### src/rtl/fifo_ctrl.sv
// Pointer, occupancy and status controller for an externally stored FIFO.
// Optional registered almost_full/almost_empty flags are built when FIFO_ALMOST_FLAGS_EN is defined.
module fifo_ctrl #(
  parameter int addr_width = 4,
  parameter int AF_THRESH  = 12,
  parameter int AE_THRESH  = 2
) (
  input  logic                  clk,
  input  logic                  reset,
  input  logic                  wr,
  input  logic                  rd,
  output logic                  w_en,
  output logic [addr_width-1:0] w_addr,
  output logic [addr_width-1:0] r_addr,
  output logic                  full,
  output logic                  empty,
  output logic [addr_width:0]   count,
  output logic                  overflow,
  output logic                  underflow
`ifdef FIFO_ALMOST_FLAGS_EN
  ,
  output logic                  almost_full,
  output logic                  almost_empty
`endif
);

  // Request semantics: wr/rd are single-cycle requests sampled on each rising edge.
  // A write is accepted when not full, or when full with a simultaneous read; a read
  // is accepted only when not empty. Rejected requests set the sticky error flags.

  localparam logic [addr_width:0]   DEPTH   = {1'b1, {addr_width{1'b0}}};
  localparam logic [addr_width:0]   CNT_ONE = (addr_width + 1)'(1);
  localparam logic [addr_width-1:0] PTR_ONE = addr_width'(1);

  logic [addr_width-1:0] w_addr_q, w_addr_d;
  logic [addr_width-1:0] r_addr_q, r_addr_d;
  logic [addr_width:0]   count_q, count_d;
  logic                  full_q, full_d;
  logic                  empty_q, empty_d;
  logic                  overflow_q, overflow_d;
  logic                  underflow_q, underflow_d;
  logic                  do_write, do_read;

  always_comb begin
    do_write    = wr & (~full_q | rd);
    do_read     = rd & ~empty_q;
    w_addr_d    = w_addr_q;
    r_addr_d    = r_addr_q;
    count_d     = count_q;
    if (do_write) w_addr_d = w_addr_q + PTR_ONE;
    if (do_read)  r_addr_d = r_addr_q + PTR_ONE;
    case ({do_write, do_read})
      2'b10:   count_d = count_q + CNT_ONE;
      2'b01:   count_d = count_q - CNT_ONE;
      default: count_d = count_q;
    endcase
    // Flags come from occupancy because the pointers coincide when full and when empty.
    full_d      = (count_d == DEPTH);
    empty_d     = (count_d == '0);
    overflow_d  = overflow_q | (wr & full_q & ~rd);
    underflow_d = underflow_q | (rd & empty_q);
  end

  always_ff @(posedge clk) begin
    if (reset) begin
      w_addr_q    <= '0;
      r_addr_q    <= '0;
      count_q     <= '0;
      full_q      <= 1'b0;
      empty_q     <= 1'b1;
      overflow_q  <= 1'b0;
      underflow_q <= 1'b0;
    end else begin
      w_addr_q    <= w_addr_d;
      r_addr_q    <= r_addr_d;
      count_q     <= count_d;
      full_q      <= full_d;
      empty_q     <= empty_d;
      overflow_q  <= overflow_d;
      underflow_q <= underflow_d;
    end
  end

  assign w_en      = do_write;
  assign w_addr    = w_addr_q;
  assign r_addr    = r_addr_q;
  assign count     = count_q;
  assign full      = full_q;
  assign empty     = empty_q;
  assign overflow  = overflow_q;
  assign underflow = underflow_q;

`ifdef FIFO_ALMOST_FLAGS_EN
  localparam logic [addr_width:0] AF_LVL = AF_THRESH[addr_width:0];
  localparam logic [addr_width:0] AE_LVL = AE_THRESH[addr_width:0];

  logic almost_full_q, almost_empty_q;

  always_ff @(posedge clk) begin
    if (reset) begin
      almost_full_q  <= 1'b0;
      almost_empty_q <= 1'b1;
    end else begin
      almost_full_q  <= (count_d >= AF_LVL);
      almost_empty_q <= (count_d <= AE_LVL);
    end
  end

  assign almost_full  = almost_full_q;
  assign almost_empty = almost_empty_q;
`else
  logic unused_thresh;
  assign unused_thresh = ^{AF_THRESH, AE_THRESH};
`endif

endmodule

### config.mk
export PLATFORM = sky130hd
export DESIGN_NAME = fifo_ctrl
export DESIGN_NICKNAME = d
export VERILOG_FILES = /design/src/rtl/fifo_ctrl.sv
export SDC_FILE = /design/constraint.sdc
export NUM_CORES = 1
export LEC_CHECK = 0
export BUFFER_PORTS_ARGS = -buffer_cell sky130_fd_sc_hd__buf_2
export CAP_MARGIN = 15
export CORE_UTILIZATION = 40
export CTS_BUF_LIST = sky130_fd_sc_hd__clkbuf_8 sky130_fd_sc_hd__clkbuf_16
export DETAILED_ROUTE_END_ITERATION = 10
export PLACE_DENSITY = 0.66
export SLEW_MARGIN = 10
export SYNTH_ARGS = -nofsm -noshare
export SYNTH_HDL_FRONTEND = slang
export SYNTH_SLANG_ARGS = --single-unit
### constraint.sdc
create_clock -name clk -period 2.2 [get_ports clk]
set_clock_uncertainty 0.1 [all_clocks]
set_input_delay 0.11 -clock clk [delete_from_list [all_inputs] [get_ports clk]]
set_output_delay 0.11 -clock clk [all_outputs]
set_load 0.01 [all_outputs]
; Word level (Yosys, flattened, before mapping)
; Index checks and enable logic that the tools add are counted.
[op_classes]
add_sub_neg = 4
eq_ne = 3
muxes = 1
n_bitwise = 11
n_reduce_logical = 1
[op_table]
columns = op, n
row1 = one-hot mux 5 bit (2 select lines), 1
row2 = "adder 4 x 1 -> 4 bit, second input constant", 2
row3 = "adder 5 x 1 -> 5 bit, second input constant", 1
row4 = bitwise AND 1 bit, 5
row5 = "== test 5 bit, second input constant", 1
row6 = zero test 5 bit, 1
row7 = "subtractor 5 x 1 -> 5 bit, second input constant", 1
row8 = inverter 1 bit, 3
row9 = OR 1 bit, 3
row10 = "== test 2 x 1 -> 1 bit, second input constant", 1
row11 = "== test 2 bit, second input constant", 1
[word_totals]
ff_bits = 17
in_bits = 4
output_inout_bits = 18

; Longest topological paths before layout
; Gate-level depths: netlist of the first run.
[logic_depth]
ltp_word = 6
mapped_depth = 9
ltp_nobuf = 8

; Worst setup path before layout of the first run
; Ideal clock, no wire load.
[synth_timing]
kind = flip-flop to flip-flop
startpoint = register empty_q (netlist: empty)
endpoint = register full_q (netlist: full)
t_arrival_ns = 1.961
required_time_ns = 2.009
slack_ns = 0.048
path_stages_with_launch = 8
n_path_buf = 0
period_less_slack_ns = 2.152
path_cell_list = dfxtp_1 > nor2_1 > ha_1 > or4b_1 > a2bb2oi_1 > a21oi_2 > xnor2_1 > nor4bb_1
[synth_via]
elab_chain_cells = 5
elab_cells_between_ends = 6
cone_classes = 3 x eq/ne / 1 x mux / 2 x bitwise
[synth_lines]
columns = item, line
row1 = start: declaration, 39  ; logic empty_q, empty_d;
row2 = start signal: assignment, 78  ; empty_q <= empty_d;
row3 = inverter 1 bit *, 46  ; do_read = rd & ~empty_q;
row4 = bitwise AND 1 bit *, 46
row5 = == test 2 x 1 -> 1 bit / == test 2 bit (equally long branches), 52  ; case ({do_write, do_read})
row6 = one-hot mux 5 bit (2 select lines) *, 52
row7 = == test 5 bit *, 58  ; full_d = (count_d == DEPTH);
row8 = end signal: assignment, 77  ; full_q <= full_d;
row9 = end: declaration, 38  ; logic full_q, full_d;
; Every way passes the cells marked *; elsewhere a longest branch is shown, timed or not.
; A chain may end at the register's enable or synchronous reset.

; Final worst setup path of the first run
[layout_timing]
startpoint = register full_q (netlist: full)
endpoint = register full_q (netlist: full)
[layout_via]
elab_chain_cells = 6
elab_cells_between_ends = 7
cone_classes = 3 x eq/ne / 1 x mux / 3 x bitwise
[layout_lines]
columns = item, line
row1 = inverter 1 bit *, 45  ; do_write = wr & (~full_q | rd);
row2 = OR 1 bit *, 45
row3 = bitwise AND 1 bit *, 45
row4 = == test 2 x 1 -> 1 bit / == test 2 bit (equally long branches), 52
row5 = one-hot mux 5 bit (2 select lines) *, 52
row6 = == test 5 bit *, 58
; Marked as above.

==> impl_results.md, run 1 <==
* Clk Latency, worst-skew pair at approximately 250 ps
* Die height at 48.0 um
* VDD IR max at roughly 0.43 mV
* Post-route non-filler standard cell count at ~140
* Worst min-delay path class: primary input to flop
* Via density at 4.91
* Slew margin rel. at about 80%
* Max-slew violation count at 0
* Endpoints failing setup at 0
* Worst Setup End Kind: flop
* Area Overhead vs Synth at 22.3%
* # IOs at 22
* Sequential area share after synthesis at between 40% and 50%
* First-pass GRT wire length at between 2000 and 2500 um
* Clock Tree Buf Depth at 2
* Design area at 0.00103 sq mm
* Crit path max fanout at 7
* Reg2Reg Setup Slack at approximately 120 ps
* Asr flop ratio synth at 0%
* Worst Path Required at 2260 ps
* Post-DP HPWL at 1170 um
* Yosys warnings at 0
* Power share of the clock group at 23.5%
* Leakage at around 0.48 nW
* Period minus WS final at ~2100 ps
* Routed Wire Length at about 1700 um
* GRT Util Overall at around 15%
* Most frequent cell after synthesis: dfxtp_1
* CTS clk-pin slew, worst paths at about 70 ps
* Top cells by area, synth: dfxtp_1 40%, xor2_1 8.3%, nor2_1 6.7%, ha_1 5.9%, a21oi_1 3.6%
* Final nets at approximately 120
* Reg power frac at between 40% and 50%
* Fin. Hold Viols at 0
* DR vias at 697
* Top_reg_cell synth: dfxtp_1
* Reg-to-Reg Start: full
* Synth top cells by count: 17 x dfxtp_1, 15 x nor2_1, 8 x xor2_1, 6 x a21oi_1, 6 x nand2_1
* N_diodes at 0
* Synth area leader: dfxtp_1
* Fmax at around 480 MHz
* Worst reg2reg path depth at 8
* Max-Cap Viols at 0
* Root Driver: clkbuf_8
* Total core area at a little under 0.002 sq mm
* Power per cell area at 968 mW/mm^2
* First-pass detailed-route iteration total at 4
* Dpl cells at 137
* Measured slew at the worst slew-check pin at approximately 320 ps
* Syn_area_per_cell at between 9 and 10 sq um
* Sw frac at 34.8%
* Yosys cell types at 30
* Depth of the CTS H-tree at 1
* Clock sink count at 17
* Die area at 0.00230 sq mm
* Internal power at approximately 0.00065 W
* RePlAce Congestion at between 0.8 and 0.9
* Vias in the first global route at 536
* Layout Utilization at 52.2%
* Worst Path Arrival at 2140 ps
* Mapped cell area at around 850 sq um
* TNS Setup at 0 ps
* Die Wd at ~48 um
* Top-area cell type share of the netlist area at about two fifths
* Post-Syn Instances at 90
* Yosys reg bits at 17
* Setup crit end: full
* Layout cells sized above 1 at 30.4%
* Num CTS Buffers at 3
* Initial antenna violation count at 0
* Critical R2R Capture: full
* Critical path origin: full
* Syn Nets at 98
* Comb power frac at 34.6%
* Detail Route Antenna Nets at 0
* Final Cycle Share at a little over nine tenths
* CTS tree: yes
* Routed len/inst at ~12 um
* Psw at 0.000348 W
* Kind of critical path: flop to flop
* Initial Util at a little over two fifths
* Num rows at 16
* Worst setup SP type: flop
* Largest net degree at the start of global routing at 18
* DRC errors left at 0
* Total grt overflow at 0
* Number of flops mapped to enable cells by yosys at 0
* Status: finished clean
* DRT iter0 DRCs at 14
* Placed Area at 967 sq um
* IO Port Bufs at 21
* Layout fillers at about 190
[power by group through the flow]
stage | logic (W) | registers (W) | clock network, W
floorplan | 0.000224 | 0.000434 | 0
global placement | 0.000315 | 0.000421 | 0
detailed placement | 0.000319 | 0.000425 | 0
CTS | 0.000321 | 0.000418 | 0.000246
global route | 0.000377 | 0.000427 | 0.000256
finish | 0.000346 | 0.000420 | 0.000236
[worst min path at each step]
stage | from | to | slack [ps] | cells past startpoint
floorplan | rd | underflow | 150 | 2
global placement | rd | underflow | 280 | 3
detailed placement | rd | underflow | 290 | 3
CTS | rd | underflow | 20 | 3
global route | rd | underflow | 20 | 3
finish | rd | underflow | 20 | 3
[area by class of cell]
cell class	instances	area (sq um)	area share, %
Multi-Input combinational cell	66	468	45.2
Clock inverter	1	5.00	0.484
Timing Repair Buffer	25	135	13.1
Clock buffer	3	41.3	3.99
Sequential cell	17	340	32.9
Inverter	3	11.3	1.09
Tap cell	27	33.8	3.26
[sequential cells by signal (all words and copies together) (netlist names)]
signal / flops
underflow: 1
w_addr: 4
count: 5
empty: 1
overflow: 1
r_addr: 4
full: 1
[cell usage in the layout, fill, tap and decap left out, drive strengths merged]
| cell | instances |
|---|---|
| a21o | 1 |
| a21oi | 7 |
| a2bb2oi | 1 |
| a31o | 1 |
| a31oi | 2 |
| buf | 25 |
| clkbuf | 3 |
| clkinv | 1 |
| dfxtp | 17 |
| ha | 4 |
| inv | 3 |
| mux2i | 3 |
| nand2 | 6 |
| nand2b | 1 |
| nand4 | 2 |
| nand4b | 1 |
| nor2 | 15 |
| nor3 | 1 |
| nor3b | 2 |
| nor4b | 2 |
| nor4bb | 1 |
| o21ai | 1 |
| o22ai | 1 |
| or2b | 1 |
| or3 | 1 |
| or4b | 1 |
| xnor2 | 3 |
| xor2 | 8 |
[worst max-delay path, cell delays in order (launching register included)]
cell	delay [ps]
dfxtp_1	360
nand2b_1	60
nand2_1	110
ha_2	240
or4b_1	450
a2bb2oi_1	150
a21oi_2	140
xnor2_1	110
nor4bb_1	270
[cells by family after synthesis]
| group | count (synthesis) | share of synthesized area, % |
|---|---|---|
| and+or+nand+nor | 34 | 22.5 |
| DFF | 17 | 40.2 |
| AOI/OAI and AO/OA | 14 | 10.4 |
| xor gates and xnor gates | 11 | 11.4 |
| buffers and inverters | 7 | 6.06 |
| adders and majority gates | 4 | 5.92 |
| muxes | 3 | 3.55 |
[routing by layer]
metal | up-vias | wire, um | global-route usage, %
met5 | - | 0 | 0
met1 | 321 | 804 | 19.1
met3 | 2 | 57 | 3.40
met4 | 0 | 11 | 10.0
met2 | 14 | 781 | 21.1
li1 | 360 | - | -
[stage by stage]
step | worst slack, ps | total power, W | hold WS [ps]
4_1_cts | 85.9 | 0.000986 | 22.6
2_1_floorplan | 47.9 | 0.000658 | 151
3_3_place_gp | 187 | 0.000736 | 283
3_5_place_dp | 119 | 0.000744 | 292
6_report | 118 | 0.00100 | 23.9
5_1_grt | -2.79 | 0.00106 | 24.2
[timing repair]
action,4_1_cts,5_1_grt
setup buffers,0,1
hold buffers,0,0
endpoints found under the setup margin,0,1
gates resized for setup,0,3
Note: power is estimated with default switching activity, not from simulation.
==> run 2: changes to the inputs <==
Settings changed: PLACE_DENSITY 0.66 to not set.
Clock period 2.2 ns to 2.55 ns, I/O delays scaled along.
==> run 2 against run 1 <==
- register-to-register slack gained 250 ps
- via count grew 2.0%
- global-route usage grew 0.96 points
- combinational power shrank 23%
- setup slack gained 250 ps
- maximum frequency shrank 4.6%
- cell count shrank 2.1%
- clock-buffer cell count is the same
- sequential cell count is the same
==> impl_results.md, run 2 (synthesis results as in run 1) <==
* Status: finished clean
* Area Overhead vs Synth at 17.9%
* Total core area at between 0.0015 and 0.002 sq mm
* Initial Util at approximately 43%
* RSZ-0062 raised after global routing: false
* Post-DP HPWL at between 1000 and 1500 um
* Die height at about 48 um
* # IOs at 22
* DRC errors left at 0
* Post-CTS Resized at 0
* Power per cell area at 818 mW/mm^2
* First-pass detailed-route iteration total at 4
* Final nets at between 100 and 150
* Routed Wire Length at between 1000 and 1500 um
* Most frequent cells in the layout: 21 x buf_2, 17 x dfxtp_1, 15 x nor2_1, 8 x xor2_1
* Worst setup SP type: flop
* First-pass GRT wire length at between 2000 and 2500 um
* Fin. Hold Viols at 0
* Routed len/inst at 10.7 um
* Worst Path Required at 2610 ps
* Measured slew at the worst slew-check pin at approximately 310 ps
* Root Driver: clkbuf_8
* Vias in the first global route at approximately 580
* Die Wd at 48.0 um
* Layout cells sized above 1 at between 20% and 30%
* CTS tree: yes
* VDD IR max at ~0.45 mV
* Commonest non-fill, non-tap cell in the layout: buf_2
* N_diodes at 0
* Design area at 997 sq um
* Die area at ~0.0023 sq mm
* Fmax at ~460 MHz
* GR peak layer: met2
* Met1 global-route usage at a little under a fifth
* Initial antenna violation count at 0
* Number of flip-flops in the largest register at 5
* Clock sink count at 17
* Clk Latency, worst-skew pair at roughly 250 ps
* Slew margin rel. at 79.2%
* Final Cycle Share at between 80% and 90%
* CTS clk-pin slew, worst paths at 60 ps
* Detail Route Antenna Nets at 0
* Max-slew violation count at 0
* DR vias at around 710
* Endpoints failing setup at 0
* Kind of critical path: flop to flop
* Placed Area at 952 sq um
* TNS Setup at 0 ps
* Worst Path Arrival at about 2200 ps
* Hold buffers post-CTS at 0
* Worst Setup End Kind: flop
* DRT iter0 DRCs at 17
* Worst min-delay path class: primary input to flop
* Max-Cap Viols at 0
* Setup bufs post-CTS at 0
* RePlAce Congestion at 0.777
* Clock Tree Buf Depth at 2
* Crit path max fanout at 6
* Met2 Use GR at 24.3%
* Period minus WS final at 2180 ps
* Depth of the CTS H-tree at 1
* Num CTS Buffers at 3
* Leakage at between 0.4 and 0.5 nW
* Via density at around 5
* IO Port Bufs at 21
* Met3 Use GR at around 5.7%
* Total grt overflow at 0
* Largest net degree at the start of global routing at 18
* Num rows at 16
* GRT Util Overall at between 10% and 20%
## run 2: path summary, 6_finish.rpt
| path | startpoint | to | slack, ps | depth (start not counted) |
|---|---|---|---|---|
| max | empty | full | 370 | 8 |
| min | rd | underflow | 50 | 3 |
| min reg2reg | underflow | underflow | 370 | 2 |
| max reg2reg | empty | full | 370 | 8 |
## run 2: power breakdown
part           switching [W]  internal [W]  total [W]  leakage (nW)
Combinational       0.000137      0.000128   0.000265         0.300
Sequential         0.0000555      0.000306   0.000361         0.139
Clock              0.0000832      0.000107   0.000190        0.0269
Total               0.000275      0.000540   0.000816         0.466
## run 2: cell type report
cell class,instances,area (sq um)
Clock buffer,3,41.3
Clock inverter,1,3.75
Fill cell,209,985
Inverter,3,11.3
Multi-Input combinational cell,66,454
Sequential cell,17,340
Tap cell,27,33.8
Timing Repair Buffer,22,113
## run 2: critical path: stages (launching register included)
cell	delay (ps)
dfxtp_1	360
nor3b_4	340
xor2_1	180
ha_1	220
nor4b_1	250
a2bb2oi_1	120
a21oi_2	170
xnor2_1	110
nor4bb_1	240
## run 2: routing by layer
layer  wire length [um]  up-vias
met5                  0        -
met4                 15        0
met3                109        4
met2                683       30
met1                678      322
li1                   -      355
## run 2: stage by stage
stage          power, W  hold WS [ps]  setup slack, ps  utilization [%]  instances
6_report       0.000816          52.4              368             50.3        139
5_1_grt        0.000885          63.0             79.9             50.3        139
4_1_cts        0.000828          46.6              376             50.3        139
3_5_place_dp   0.000632           315              393             48.0        135
3_3_place_gp   0.000630           307              443             48.0        135
2_1_floorplan  0.000567           168              398                -         90
==> run 3: changes to the inputs <==
Settings changed: BUFFER_PORTS_ARGS -buffer_cell sky130_fd_sc_hd__buf_2 to -buffer_cell sky130_fd_sc_hd__buf_4, SETUP_SLACK_MARGIN set to 0.05.
==> run 3 against run 2 <==
- first-iteration DRC count shrank 59%
- largest power group unchanged
- hold slack got worse by 13 ps
- highest routed layer unchanged
- combinational power up 8.7%
- non-clock buffer count unchanged
- die area stayed put
- final area increased by 5.3%
- global-route usage is 1.3 points lower
==> impl_results.md, run 3 (synthesis results as in run 1) <==
* Fin. Hold Viols at 0
* Layout cells sized above 1 at about a quarter
* Crit path max fanout at 7
* Post-CTS Resized at 0
* # IOs at 22
* VDD IR max at ~0.57 mV
* Endpoints failing setup at 0
* Internal power at about 0.00056 W
* Top metal layer carrying routed signals: met4
* DRC errors left at 0
* Psw at approximately 0.00028 W
* Max-slew violation count at 0
* First-pass GRT wire length at ~2300 um
* RSZ-0062 raised after global routing: false
* Met3 WL post-DR at 98 um
* Placed Area at around 0.001 sq mm
* Power share of the clock group at between 20% and 30%
* Number of flip-flops in the largest register at 5
* Comb power frac at roughly 34%
* Status: finished clean
* CTS clk-pin slew, worst paths at approximately 60 ps
* Post-route non-filler standard cell count at 139
* Slew margin rel. at between 70% and 80%
* TNS Setup at 0 ps
* Total grt overflow at 0
* Routed Wire Length at 1540 um
* Worst setup SP type: flop
* Root Driver: clkbuf_8
* Most frequent cells in the layout: 22 x buf_4, 17 x dfxtp_1, 15 x nor2_1, 8 x xor2_1
* Measured slew at the worst slew-check pin at around 300 ps
* Initial antenna violation count at 0
* Die Wd at 48.0 um
* Largest net degree at the start of global routing at 18
* Met1 wire length at roughly 740 um
* Vias in the first global route at roughly 510
* Depth of the CTS H-tree at 1
* Design area at approximately 0.0010 sq mm
* DRT iter0 DRCs at 7
* Via density at about 4.9
* Commonest non-fill, non-tap cell in the layout: buf_4
* Fmax at 458 MHz
* Layout fillers at between 150 and 200
* Die height at between 40 and 50 um
* N_diodes at 0
* Period minus WS final at 2190 ps
* Detail Route Antenna Nets at 0
* Worst min-delay path class: primary input to flop
* Final nets at about 120
* Total core area at 0.00198 sq mm
* RePlAce Congestion at about 0.75
* CTS tree: yes
* DR vias at about 690
* Dpl cells at 135
* Num rows at 16
* Reg power frac at between 40% and 50%
* Clk Latency, worst-skew pair at 240 ps
* Kind of critical path: flop to flop
* First-pass detailed-route iteration total at 4
* Routed wl met2 at between 700 and 800 um
* Initial Util at 42.7%
* Hold buffers post-CTS at 0
* Max-Cap Viols at 0
* GRT Util Overall at roughly 14%
* Clock sink count at 17
* Setup bufs post-CTS at 0
* Post-DP HPWL at about 1100 um
* Routed len/inst at 11.1 um
* Worst Setup End Kind: flop
* Clock Tree Buf Depth at 2
* Final Cycle Share at 85.7%
* Worst Path Required at 2610 ps
* Leakage at 0.471 nW
* Sw frac at about a third
* Num CTS Buffers at 3
* Worst Path Arrival at ~2200 ps
* Area Overhead vs Synth at 24.1%
* IO Port Bufs at 21
* Die area at roughly 0.0023 sq mm
* Power per cell area at roughly 800 mW/mm^2
run 3: layout make-up:
class                      instances  area [sq um]  share of cell area (%)
timing repair buffer              22           165                    15.7
tap                               27          33.8                    3.22
clock inverter                     1          3.75                   0.358
multi-input combinational         66           454                    43.3
inverter                           3          11.3                    1.07
clock buffer                       3          41.3                    3.93
sequential                        17           340                    32.4
run 3: path summary, 6_finish.rpt:
| kind | startpoint | end | slack (ps) | cells after the start |
|---|---|---|---|---|
| max | full | full | 360 | 8 |
| min reg2reg | overflow | overflow | 380 | 2 |
| min | rd | underflow | 40 | 3 |
| max reg2reg | full | full | 360 | 8 |
run 3: stage by stage:
stage / util, % / hold slack [ps] / worst slack [ps] / power, W
final: 53.0 / 39.7 / 365 / 0.000842
after global routing: 53.0 / 66.9 / 221 / 0.000899
after CTS: 53.0 / 38.8 / 369 / 0.000851
after detailed placement: 50.7 / 293 / 393 / 0.000657
after global placement: 50.7 / 295 / 449 / 0.000656
after floorplan: - / 168 / 398 / 0.000567
run 3: power groups by stage:
| stage | registers [W] | clock network (W) | logic (W) |
|---|---|---|---|
| after global routing | 0.000373 | 0.000211 | 0.000315 |
| after detailed placement | 0.000370 | 0 | 0.000287 |
| final | 0.000365 | 0.000188 | 0.000288 |
| after global placement | 0.000368 | 0 | 0.000288 |
| after floorplan | 0.000374 | 0 | 0.000193 |
| after CTS | 0.000365 | 0.000197 | 0.000289 |
run 3: per-layer routing:
metal / track usage (%) / up-vias
met2: 21.6 / 24
li1: - / 352
met3: 6.04 / 2
met5: 0 / -
met1: 18.7 / 310
met4: 3.33 / 0
run 3: critical path, cell delays in order, from the launching register on:
cell       delay [ps]
dfxtp_1           380
nand2b_1           70
nand2_1           120
ha_1              270
or4b_1            480
a2bb2oi_1         160
a21oi_2           150
xnor2_1           110
nor4bb_1          250
